## src/rtl/rx_unit.sv

```systemverilog
// UART receiver: 16x oversampled, mid-bit sampling, runtime-selectable baud,
// parity, word length and stop bits. Results are presented with a one-clock rx_done.
module rx_unit (
    input  logic       clock,
    input  logic       rst,
    input  logic       data_tx,
    input  logic [1:0] baud_rate,
    input  logic [1:0] parity_type,
    input  logic       data_length,
    input  logic       stop_bits,
    output logic [7:0] data_out,
    output logic       rx_active,
    output logic       rx_done,
    output logic       parity_error,
    output logic       stop_error
);

    localparam logic [2:0] S_IDLE   = 3'd0;
    localparam logic [2:0] S_START  = 3'd1;
    localparam logic [2:0] S_DATA   = 3'd2;
    localparam logic [2:0] S_PARITY = 3'd3;
    localparam logic [2:0] S_STOP   = 3'd4;
    localparam logic [2:0] S_DONE   = 3'd5;

    logic        sync1_q, sync2_q, prev_q, armed_q;
    logic        prev_d, armed_d;
    logic [1:0]  settle_q, settle_d;
    logic [10:0] div_q, div_d, div_max;
    logic [3:0]  tick_cnt_q, tick_cnt_d;
    logic [2:0]  state_q, state_d;
    logic [2:0]  bit_cnt_q, bit_cnt_d;
    logic [7:0]  shift_q, shift_d;
    logic        par_acc_q, par_acc_d;
    logic        perr_q, perr_d;
    logic        serr_q, serr_d;
    logic [1:0]  baud_q, baud_d, ptype_q, ptype_d;
    logic        len_q, len_d, stop2_q, stop2_d;
    logic [7:0]  data_out_q, data_out_d;
    logic        perr_out_q, perr_out_d, serr_out_q, serr_out_d;
    logic [1:0]  baud_sel;
    logic        fall, start, tick, sample, par_en, last_data;

    // The line is only armed once a genuine high has been seen after reset, so the
    // reset value of the synchronizer cannot fake a start edge on a line held low.
    assign fall      = armed_q & prev_q & ~sync2_q;
    assign start     = (state_q == S_IDLE) & fall;
    assign baud_sel  = (state_q == S_IDLE) ? baud_rate : baud_q;
    assign tick      = (div_q >= div_max);
    assign sample    = tick & (tick_cnt_q == 4'd7);
    assign par_en    = ptype_q[0] ^ ptype_q[1];
    assign last_data = len_q ? (bit_cnt_q == 3'd7) : (bit_cnt_q == 3'd6);

    always_comb begin
        div_max = 11'd1301;
        case (baud_sel)
            2'b00:   div_max = 11'd1301;
            2'b01:   div_max = 11'd650;
            2'b10:   div_max = 11'd325;
            default: div_max = 11'd162;
        endcase
    end

    always_comb begin
        prev_d     = sync2_q;
        settle_d   = settle_q[1] ? settle_q : settle_q + 2'd1;
        armed_d    = armed_q | (settle_q[1] & sync2_q);
        div_d      = (start || tick) ? 11'd0 : div_q + 11'd1;
        tick_cnt_d = start ? 4'd0 : (tick ? tick_cnt_q + 4'd1 : tick_cnt_q);
        state_d    = state_q;
        bit_cnt_d  = bit_cnt_q;
        shift_d    = shift_q;
        par_acc_d  = par_acc_q;
        perr_d     = perr_q;
        serr_d     = serr_q;
        baud_d     = baud_q;
        ptype_d    = ptype_q;
        len_d      = len_q;
        stop2_d    = stop2_q;
        data_out_d = data_out_q;
        perr_out_d = perr_out_q;
        serr_out_d = serr_out_q;
        case (state_q)
            S_IDLE: if (start) begin
                state_d   = S_START;
                baud_d    = baud_rate;
                ptype_d   = parity_type;
                len_d     = data_length;
                stop2_d   = stop_bits;
                bit_cnt_d = 3'd0;
                shift_d   = 8'd0;
                par_acc_d = 1'b0;
                perr_d    = 1'b0;
                serr_d    = 1'b0;
            end
            S_START: if (sample) begin
                state_d   = sync2_q ? S_IDLE : S_DATA;
                bit_cnt_d = 3'd0;
            end
            S_DATA: if (sample) begin
                shift_d[bit_cnt_q] = sync2_q;
                par_acc_d = par_acc_q ^ sync2_q;
                bit_cnt_d = bit_cnt_q + 3'd1;
                if (last_data) begin
                    state_d   = par_en ? S_PARITY : S_STOP;
                    bit_cnt_d = 3'd0;
                end
            end
            S_PARITY: if (sample) begin
                // ptype_q[0] is 1 for odd: the ones count including parity must equal it.
                perr_d  = par_acc_q ^ sync2_q ^ ptype_q[0];
                state_d = S_STOP;
            end
            S_STOP: if (sample) begin
                serr_d = serr_q | ~sync2_q;
                if (stop2_q && (bit_cnt_q == 3'd0)) begin
                    bit_cnt_d = 3'd1;
                end else begin
                    state_d    = S_DONE;
                    data_out_d = shift_q;
                    perr_out_d = par_en & perr_q;
                    serr_out_d = serr_q | ~sync2_q;
                end
            end
            S_DONE:  state_d = S_IDLE;
            default: state_d = S_IDLE;
        endcase
    end

    always_ff @(posedge clock or negedge rst) begin
        if (!rst) begin
            sync1_q    <= 1'b1;
            sync2_q    <= 1'b1;
            prev_q     <= 1'b1;
            settle_q   <= 2'd0;
            armed_q    <= 1'b0;
            div_q      <= 11'd0;
            tick_cnt_q <= 4'd0;
            state_q    <= S_IDLE;
            bit_cnt_q  <= 3'd0;
            shift_q    <= 8'd0;
            par_acc_q  <= 1'b0;
            perr_q     <= 1'b0;
            serr_q     <= 1'b0;
            baud_q     <= 2'd0;
            ptype_q    <= 2'd0;
            len_q      <= 1'b0;
            stop2_q    <= 1'b0;
            data_out_q <= 8'd0;
            perr_out_q <= 1'b0;
            serr_out_q <= 1'b0;
        end else begin
            sync1_q    <= data_tx;
            sync2_q    <= sync1_q;
            prev_q     <= prev_d;
            settle_q   <= settle_d;
            armed_q    <= armed_d;
            div_q      <= div_d;
            tick_cnt_q <= tick_cnt_d;
            state_q    <= state_d;
            bit_cnt_q  <= bit_cnt_d;
            shift_q    <= shift_d;
            par_acc_q  <= par_acc_d;
            perr_q     <= perr_d;
            serr_q     <= serr_d;
            baud_q     <= baud_d;
            ptype_q    <= ptype_d;
            len_q      <= len_d;
            stop2_q    <= stop2_d;
            data_out_q <= data_out_d;
            perr_out_q <= perr_out_d;
            serr_out_q <= serr_out_d;
        end
    end

    assign data_out     = data_out_q;
    assign parity_error = perr_out_q;
    assign stop_error   = serr_out_q;
    assign rx_active    = (state_q != S_IDLE);
    assign rx_done      = (state_q == S_DONE);

endmodule

```

## config.mk

```make
export PLATFORM = sky130hd
export DESIGN_NAME = rx_unit
export DESIGN_NICKNAME = d
export VERILOG_FILES = /design/src/rtl/rx_unit.sv
export SDC_FILE = /design/constraint.sdc
export NUM_CORES = 1
export LEC_CHECK = 0
export ABC_AREA = 0
export CAP_MARGIN = 20
export CORE_MARGIN = 1.5
export CORE_UTILIZATION = 55
export CTS_CLUSTER_DIAMETER = 150
export DETAILED_ROUTE_END_ITERATION = 12
export PLACE_DENSITY = 0.76
export SLEW_MARGIN = 30
export SYNTH_ARGS = -nofsm -noshare
export SYNTH_HDL_FRONTEND = slang
export SYNTH_SLANG_ARGS = --single-unit
export TNS_END_PERCENT = 100
```

## constraint.sdc

```tcl
create_clock -name clock -period 9.21 [get_ports clock]
set_clock_uncertainty 0.05 [all_clocks]
set_input_delay 1.3815 -clock clock [delete_from_list [all_inputs] [get_ports clock]]
set_output_delay 1.3815 -clock clock [all_outputs]
set_load 0.03 [all_outputs]
```

==> summary.md, run 1 <==
| Metric | Value |
|---|---|
| Status | finished, final reports clean |
| Final Cell Area | 3194 um2 |
| Share of the clock period used by the worst path | 43.59% |
| DRC viols | 0 |
| Largest cells by area after synthesis | dfrtp_1, ha_1, nand2_1 |
| Arr. time, crit path | 4170 ps |
| CTS Sinks | 54 |
| Drt via density | 5.575 |
| Count of pins over their slew limit | 0 |
| Register area share after synthesis | 47.48% |
| Reg2reg path depth | 12 |
| Leading area contributor after synthesis | dfrtp_1 |
| Critical R2R Launch | state_q[0] |
| Mapped Nets | 307 |
| Initial antenna violation count | 0 |
| Number of synthesized flops with an enable pin | 0 |
| Cts bufs inserted | 5 |
| CTS Hold Bufs | 0 |
| Total grt overflow | 0 |
| Post-Synthesis Cells | 283 |
| FF-to-FF End | bit_cnt_q[0] |
| Post-CTS sizing | 0 |
| Largest net degree at the start of global routing | 55 |
| WS Path Type | input pin to flip-flop |
| Worst Path Max Fanout | 6 |
| Die width | 75.04 um |
| # setup viols final | 0 |
| Max frequency | approximately 250 MHz |
| VDD IR-drop max | 0.06561 mV |
| Hold Crit Endpoint | prev_d |
| Clk buf depth | 2 |
| Hold Startpoint | sync1_q |
| Tightest Hold Check Type | flip-flop to flip-flop |
| Delay of the slowest critical-path stage | 470 ps |
| Hold Path Cell Cnt | 0 |
| Final Total Pwr | 384.0 uW |
| #FFs+latches synth | 54 |
| Final ANT Viol Nets | 0 |
| Syn_area_per_cell | 10.08 um2 |
| Final WL | 5325 um |
| CP Launch Type | input pin |
| FF-to-FF setup slack | around 5600 ps |
| Number of DRC markers in iteration 0 | approximately 150 |
| Syn. warnings | 0 |
| RSZ-0062 raised after global routing | false |
| Avg WL per Cell | 14.31 um |
| DP Area | 3099 um2 |
| Total negative slack | 0 ps |
| Register area | 1355 um2 |
| Layout cells sized above 1 | 12.58% |
| Distinct cells, synth | 47 |
| Placer Congestion | between 0.8 and 0.9 |
| Number of global-route vias before repair | 1952 |
| Clock tree root buffer cell | clkbuf_8 |
| # Post-CTS Setup Buffers | 0 |
| Die Height | 75.04 um |
| Syn-to-layout area delta | 11.92% |
| CP Capture Type | flip-flop |
| IO Pins | 21 |
| Asr flop ratio synth | 100.0% |
| Nets | 325 |
| Worst Max-Slew Pin Slew | 890.7 ps |
| Core Rows | 26 |
| Core Area | 5042 um2 |
| CTS HTree Levels | 2 |
| CTS tree | built |
| Initial Util | about 57% |
| Die Area | 5630 um2 |
| Ant diodes | 0 |
| DP Wirelength | approximately 3700 um |
| TritonRoute pass-1 iters | 4 |
| Max-cap violations | 0 |
| I/O Buffers | 20 |
| Leakage | ~0.0014 uW |
| Area share of the largest cell type after synthesis | 44.72% |
| Hold Fails Final Rpt | 0 |
| Multi-input combinational cell area | 1428 um2 |
| Max stage delay cell, worst path | clkdlybuf4s50_1 |
| WP data required | 9370 ps |
| Clock slew at reported path FFs | 100 ps |
| DR vias | 2074 |
| Fin crit period | approximately 4000 ps |
| Worst skew pair latency | between 300 and 400 ps |
| PwrDens | between 100 and 150 nW/um2 |
| Primary FF master, synth | dfrtp_1 |
| Worst path cell trace | clkdlybuf4s50_1, mux2_2, inv_1, or2_2, ha_1, and4_1, a31oi_4, o21ai_0, o31ai_2, a211oi_2, a21o_1 |
| Rel. slew slack | between 40% and 50% |
| Filler cell count | 398 |
| GRT Total Usage | 21.45% |
| Synth Cell Area | 2854 um2 |
| First-pass GRT wire length | 9183 um |
-- where the power goes --
part	leakage, uW	internal (uW)	switching, uW
clock	0.0000472	60.6	75.6
sequential	0.000678	238	0.859
combinational	0.000709	3.44	5.40
-- kinds of logic (layout without fill, tap and decap cells) --
family                     count (synthesis)  count (layout)  share of synthesized area, %
DFF                                       54              54                         47.48
AOI/OAI and AO/OA                         54              54                         13.59
and+or+nand+nor                          115             115                         19.60
xor gates and xnor gates                  17              17                         5.217
adders and majority gates                 15              15                         6.576
muxes                                     11              11                         5.042
buffers and inverters                     17              36                         2.499
-- worst max-delay path by stage --
stage | from | end | slack [ps]
floorplan | baud_rate[0] | bit_cnt_q[0] | 5600
global placement | baud_rate[0] | bit_cnt_q[0] | 4990
detailed placement | baud_rate[0] | bit_cnt_q[0] | 4910
CTS | baud_rate[0] | bit_cnt_q[0] | 5210
global route | baud_rate[0] | bit_cnt_q[2] | 5030
finish | baud_rate[0] | bit_cnt_q[0] | 5200
-- cell type report --
class | instances | area share [%]
repair buffers | 21 | 6.345
clock buffers | 6 | 2.585
multi-input cells | 212 | 44.69
inverters | 7 | 0.8226
well taps | 70 | 2.742
flip-flops and latches | 54 | 42.42
clock inverters | 2 | 0.3917
-- routing by layer --
metal | vias up | track usage [%] | share of wire [%]
met2 | 45 | 32.06 | 45
met1 | 998 | 32.18 | 50
met4 | 0 | 7.071 | 1.1
li1 | 1025 | - | -
met3 | 6 | 3.079 | 3.4
met5 | - | 0 | 0
-- critical path, delay by kind of cell --
kind	cells	cell delay (ps)
AOI/OAI and AO/OA	5	1190
buffers and inverters	2	570
and+or+nand+nor	2	540
adders and majority gates	1	290
muxes	1	190
-- metrics by stage --
stage	hold WS [ps]	util, %	std cells	worst slack (ps)
CTS	313.2	63.35	372	5209
floorplan	295.2	-	283	5600
detailed placement	301.5	61.46	364	4911
global route	310.3	63.35	372	5026
finish	300.5	63.35	372	5196
global placement	296.1	61.46	364	4988
-- registers in the layout, summed over array words and instances, names as in the netlist, 2 cells and up --
signal / count
data_out: 8
bit_cnt_q: 3
baud_q: 2
state_q: 3
settle_q: 2
tick_cnt_q: 4
ptype_q: 2
shift_q: 8
div_q: 11
-- cell usage after synthesis (4+ instances only) --
cell type	instances
ha_1	15
dfrtp_1	51
nor2b_1	4
nor2_1	25
nand3_1	13
xor2_1	12
nand4_1	4
mux2_4	6
o21ai_0	19
a21oi_1	6
o211ai_1	8
inv_1	7
xnor2_1	5
clkbuf_1	6
nand2_1	42
-- cells in the final DEF, fill, tap and decap left out, types with 4 or more instances in the layout --
cell type        instances
nor2_1                  25
inv_1                    7
clkdlybuf4s50_1         19
a21oi_1                  6
o211ai_1                 8
xnor2_1                  5
nor2b_1                  4
nand4_1                  4
nand2_1                 42
nand3_1                 13
ha_1                    15
dfrtp_1                 51
clkbuf_8                 6
mux2_4                   6
o21ai_0                 19
xor2_1                  12
Power figures use the tool's default switching activity.
==> run 2, diff against run 1 <==
==> constraint.sdc (replaced) <==
create_clock -name clock -period 4.15 [get_ports clock]
set_clock_uncertainty 0.05 [all_clocks]
set_input_delay 0.6225 -clock clock [delete_from_list [all_inputs] [get_ports clock]]
set_output_delay 0.6225 -clock clock [all_outputs]
set_load 0.03 [all_outputs]
==> run 2 against run 1 <==
  * Critical path depth is 1 higher
  * Utilization is 0.15 points higher
  * Total power increased by 120%
  * Sequential power is 120% higher
  * Critical path type is now flip-flop to flip-flop
  * Highest routed layer unchanged
  * Largest power group unchanged
  * Wire length is 0.43% lower
  * Cell area grew 0.24%
  * Sequential cell count unchanged
  * Largest cell class unchanged
  * Register-to-register slack got worse by 5000 ps
  * Clock power is 120% higher
  * Count of clock-buffer cells in the layout did not move
  * Via count fell by 0.72%
  * First-iteration DRC count decreased by 29%
==> summary.md, run 2 (synthesized netlist as in run 1, its figures left out) <==
| Metric | Value |
|---|---|
| Status | finished, final reports clean |
| Clock tree root buffer cell | clkbuf_8 |
| CTS HTree Levels | 2 |
| Nets | 326 |
| Count of pins over their slew limit | 0 |
| IO Pins | 21 |
| FF-to-FF setup slack | between 600 and 700 ps |
| Multi-input combinational cell area | 1428 um2 |
| Commonest cells after routing, fill and taps aside | dfrtp_1, nand2_1, nor2_1, o21ai_0, clkdlybuf4s50_1 |
| Number of global-route vias before repair | 1938 |
| Commonest non-fill, non-tap cell in the layout | dfrtp_1 |
| CTS Sinks | between 50 and 60 |
| Leakage | between 0.001 and 0.0015 uW |
| Final WL | 5302 um |
| Ant diodes | 0 |
| Core Area | 5042 um2 |
| WS Path Type | flip-flop to flip-flop |
| CTS tree | built |
| Hold Fails Final Rpt | 0 |
| Total grt overflow | 0 |
| CP Launch Type | flip-flop |
| Worst Max-Slew Pin Slew | 782.2 ps |
| Max-cap violations | 0 |
| Clk buf depth | 2 |
| Core Rows | 26 |
| Fin crit period | 3541 ps |
| I/O Buffers | 20 |
| Clock share of power | 35.6% |
| Rel. slew slack | a little under half |
| Psw | 182.2 uW |
| Met1 usage | 30.81% |
| Layout cells sized above 1 | roughly 13% |
| DP Wirelength | 3780 um |
| CP Capture Type | flip-flop |
| RSZ-0062 raised after global routing | false |
| Syn-to-layout area delta | 12.19% |
| Largest register FFs | 11 |
| Post-CTS sizing | 0 |
| Met3 usage | 4.418% |
| Biggest register | div_q |
| Max frequency | 282.4 MHz |
| Comb pwr share | 2.2% |
| # setup viols final | 0 |
| Die Height | between 70 and 80 um |
| Arr. time, crit path | 3670 ps |
| Hold Path Cell Cnt | 0 |
| Grt met2 use | 33.24% |
| Final setup margin | about 600 ps |
| Die Area | 5630 um2 |
| VDD IR-drop max | 0.1685 mV |
| Die width | roughly 75 um |
| Register area | 1355 um2 |
| FF-to-FF End | shift_q[1] |
| # Post-CTS Setup Buffers | 0 |
| Hold Startpoint | sync1_q |
| P_int | 670.5 uW |
| PwrDens | 266.3 nW/um2 |
| TritonRoute pass-1 iters | 4 |
| CTS Hold Bufs | 0 |
| Number of DRC markers in iteration 0 | 106 |
| Gr busiest metal | met2 |
| Placer Congestion | 0.8203 |
| Worst Path Max Fanout | 12 |
| Post-place setup slack | 596.0 ps |
| GRT Total Usage | between 20% and 30% |
| Hold Crit Endpoint | prev_d |
| Clock slew at reported path FFs | ~100 ps |
| Worst skew pair latency | 310 ps |
| Initial Util | between 50% and 60% |
| Final ANT Viol Nets | 0 |
| Total negative slack | 0 ps |
| Drt via density | around 5.5 |
| Critical path origin | state_q[2] |
| First-pass GRT wire length | roughly 9000 um |
| Largest net degree at the start of global routing | 55 |
| DRC viols | 0 |
| Filler cell count | 414 |
| Reg power frac | ~62% |
| Avg WL per Cell | 14.21 um |
| Initial antenna violation count | 0 |
| Critical R2R Launch | state_q[2] |
| DR vias | 2059 |
| Share of the clock period used by the worst path | 85.32% |
| Tightest Hold Check Type | flip-flop to flip-flop |
| WP data required | roughly 4300 ps |
| Reg2reg path depth | 12 |
| Switch share | 21.37% |
| Cts bufs inserted | 5 |
[run 2: cell count changes in the layout (fill, tap and decap cells not counted)]
cell,change
buf_4,+1
[run 2: worst max path at each step]
| stage | to | cells past startpoint | slack, ps |
|---|---|---|---|
| 5_1_grt | bit_cnt_q[2] | 12 | 330 |
| 3_3_place_gp | bit_cnt_q[0] | 11 | 690 |
| 2_1_floorplan | bit_cnt_q[0] | 11 | 1140 |
| 4_1_cts | bit_cnt_q[0] | 12 | 630 |
| 3_5_place_dp | data_out[0] | 10 | 600 |
| 6_report | shift_q[1] | 12 | 610 |
[run 2: area by class of cell]
class	instances	share of cell area (%)
Timing Repair Buffer	22	6.565
Clock buffer	6	2.579
Inverter	7	0.8206
Sequential cell	54	42.32
Clock inverter	2	0.3908
Multi-Input combinational cell	212	44.59
Tap cell	70	2.735
[run 2: critical path, stage by stage (launching register included)]
cell and delay (ps):
dfrtp_1 530, nor3_2 440, mux2_2 430, inv_1 170, nand2_1 100, ha_1 320, nand2_2 80, o21ai_1 230
a31oi_4 100, a21oi_4 280, nand3_2 240, o311ai_1 320, o31ai_1 110
[run 2: through the flow]
stage	std cells	utilization (%)	hold slack [ps]	power [uW]	area, um2
final	373	63.50	313.6	852.7	3202
after global routing	373	63.50	319.8	879.9	3202
after CTS	373	63.50	314.2	861.9	3202
after detailed placement	365	61.61	304.1	560.7	3107
after global placement	365	61.61	296.5	560.5	3107
after floorplan	283	-	276.9	542.0	2854
[run 2: per-layer routing]
layer	vias up	share of wire, %	wire (um)
met1	988	50	2657
met5	-	0	0
met3	6	2.8	146
li1	1028	-	-
met4	0	1.4	76
met2	37	46	2421
[run 2: power by group through the flow]
stage / clock network (uW) / registers (uW) / logic (uW)
2_1_floorplan: 0 / 539 / 2.73
6_report: 303 / 530 / 19.1
3_5_place_dp: 0 / 541 / 20.1
3_3_place_gp: 0 / 541 / 20.0
5_1_grt: 326 / 531 / 22.7
4_1_cts: 312 / 530 / 20.0
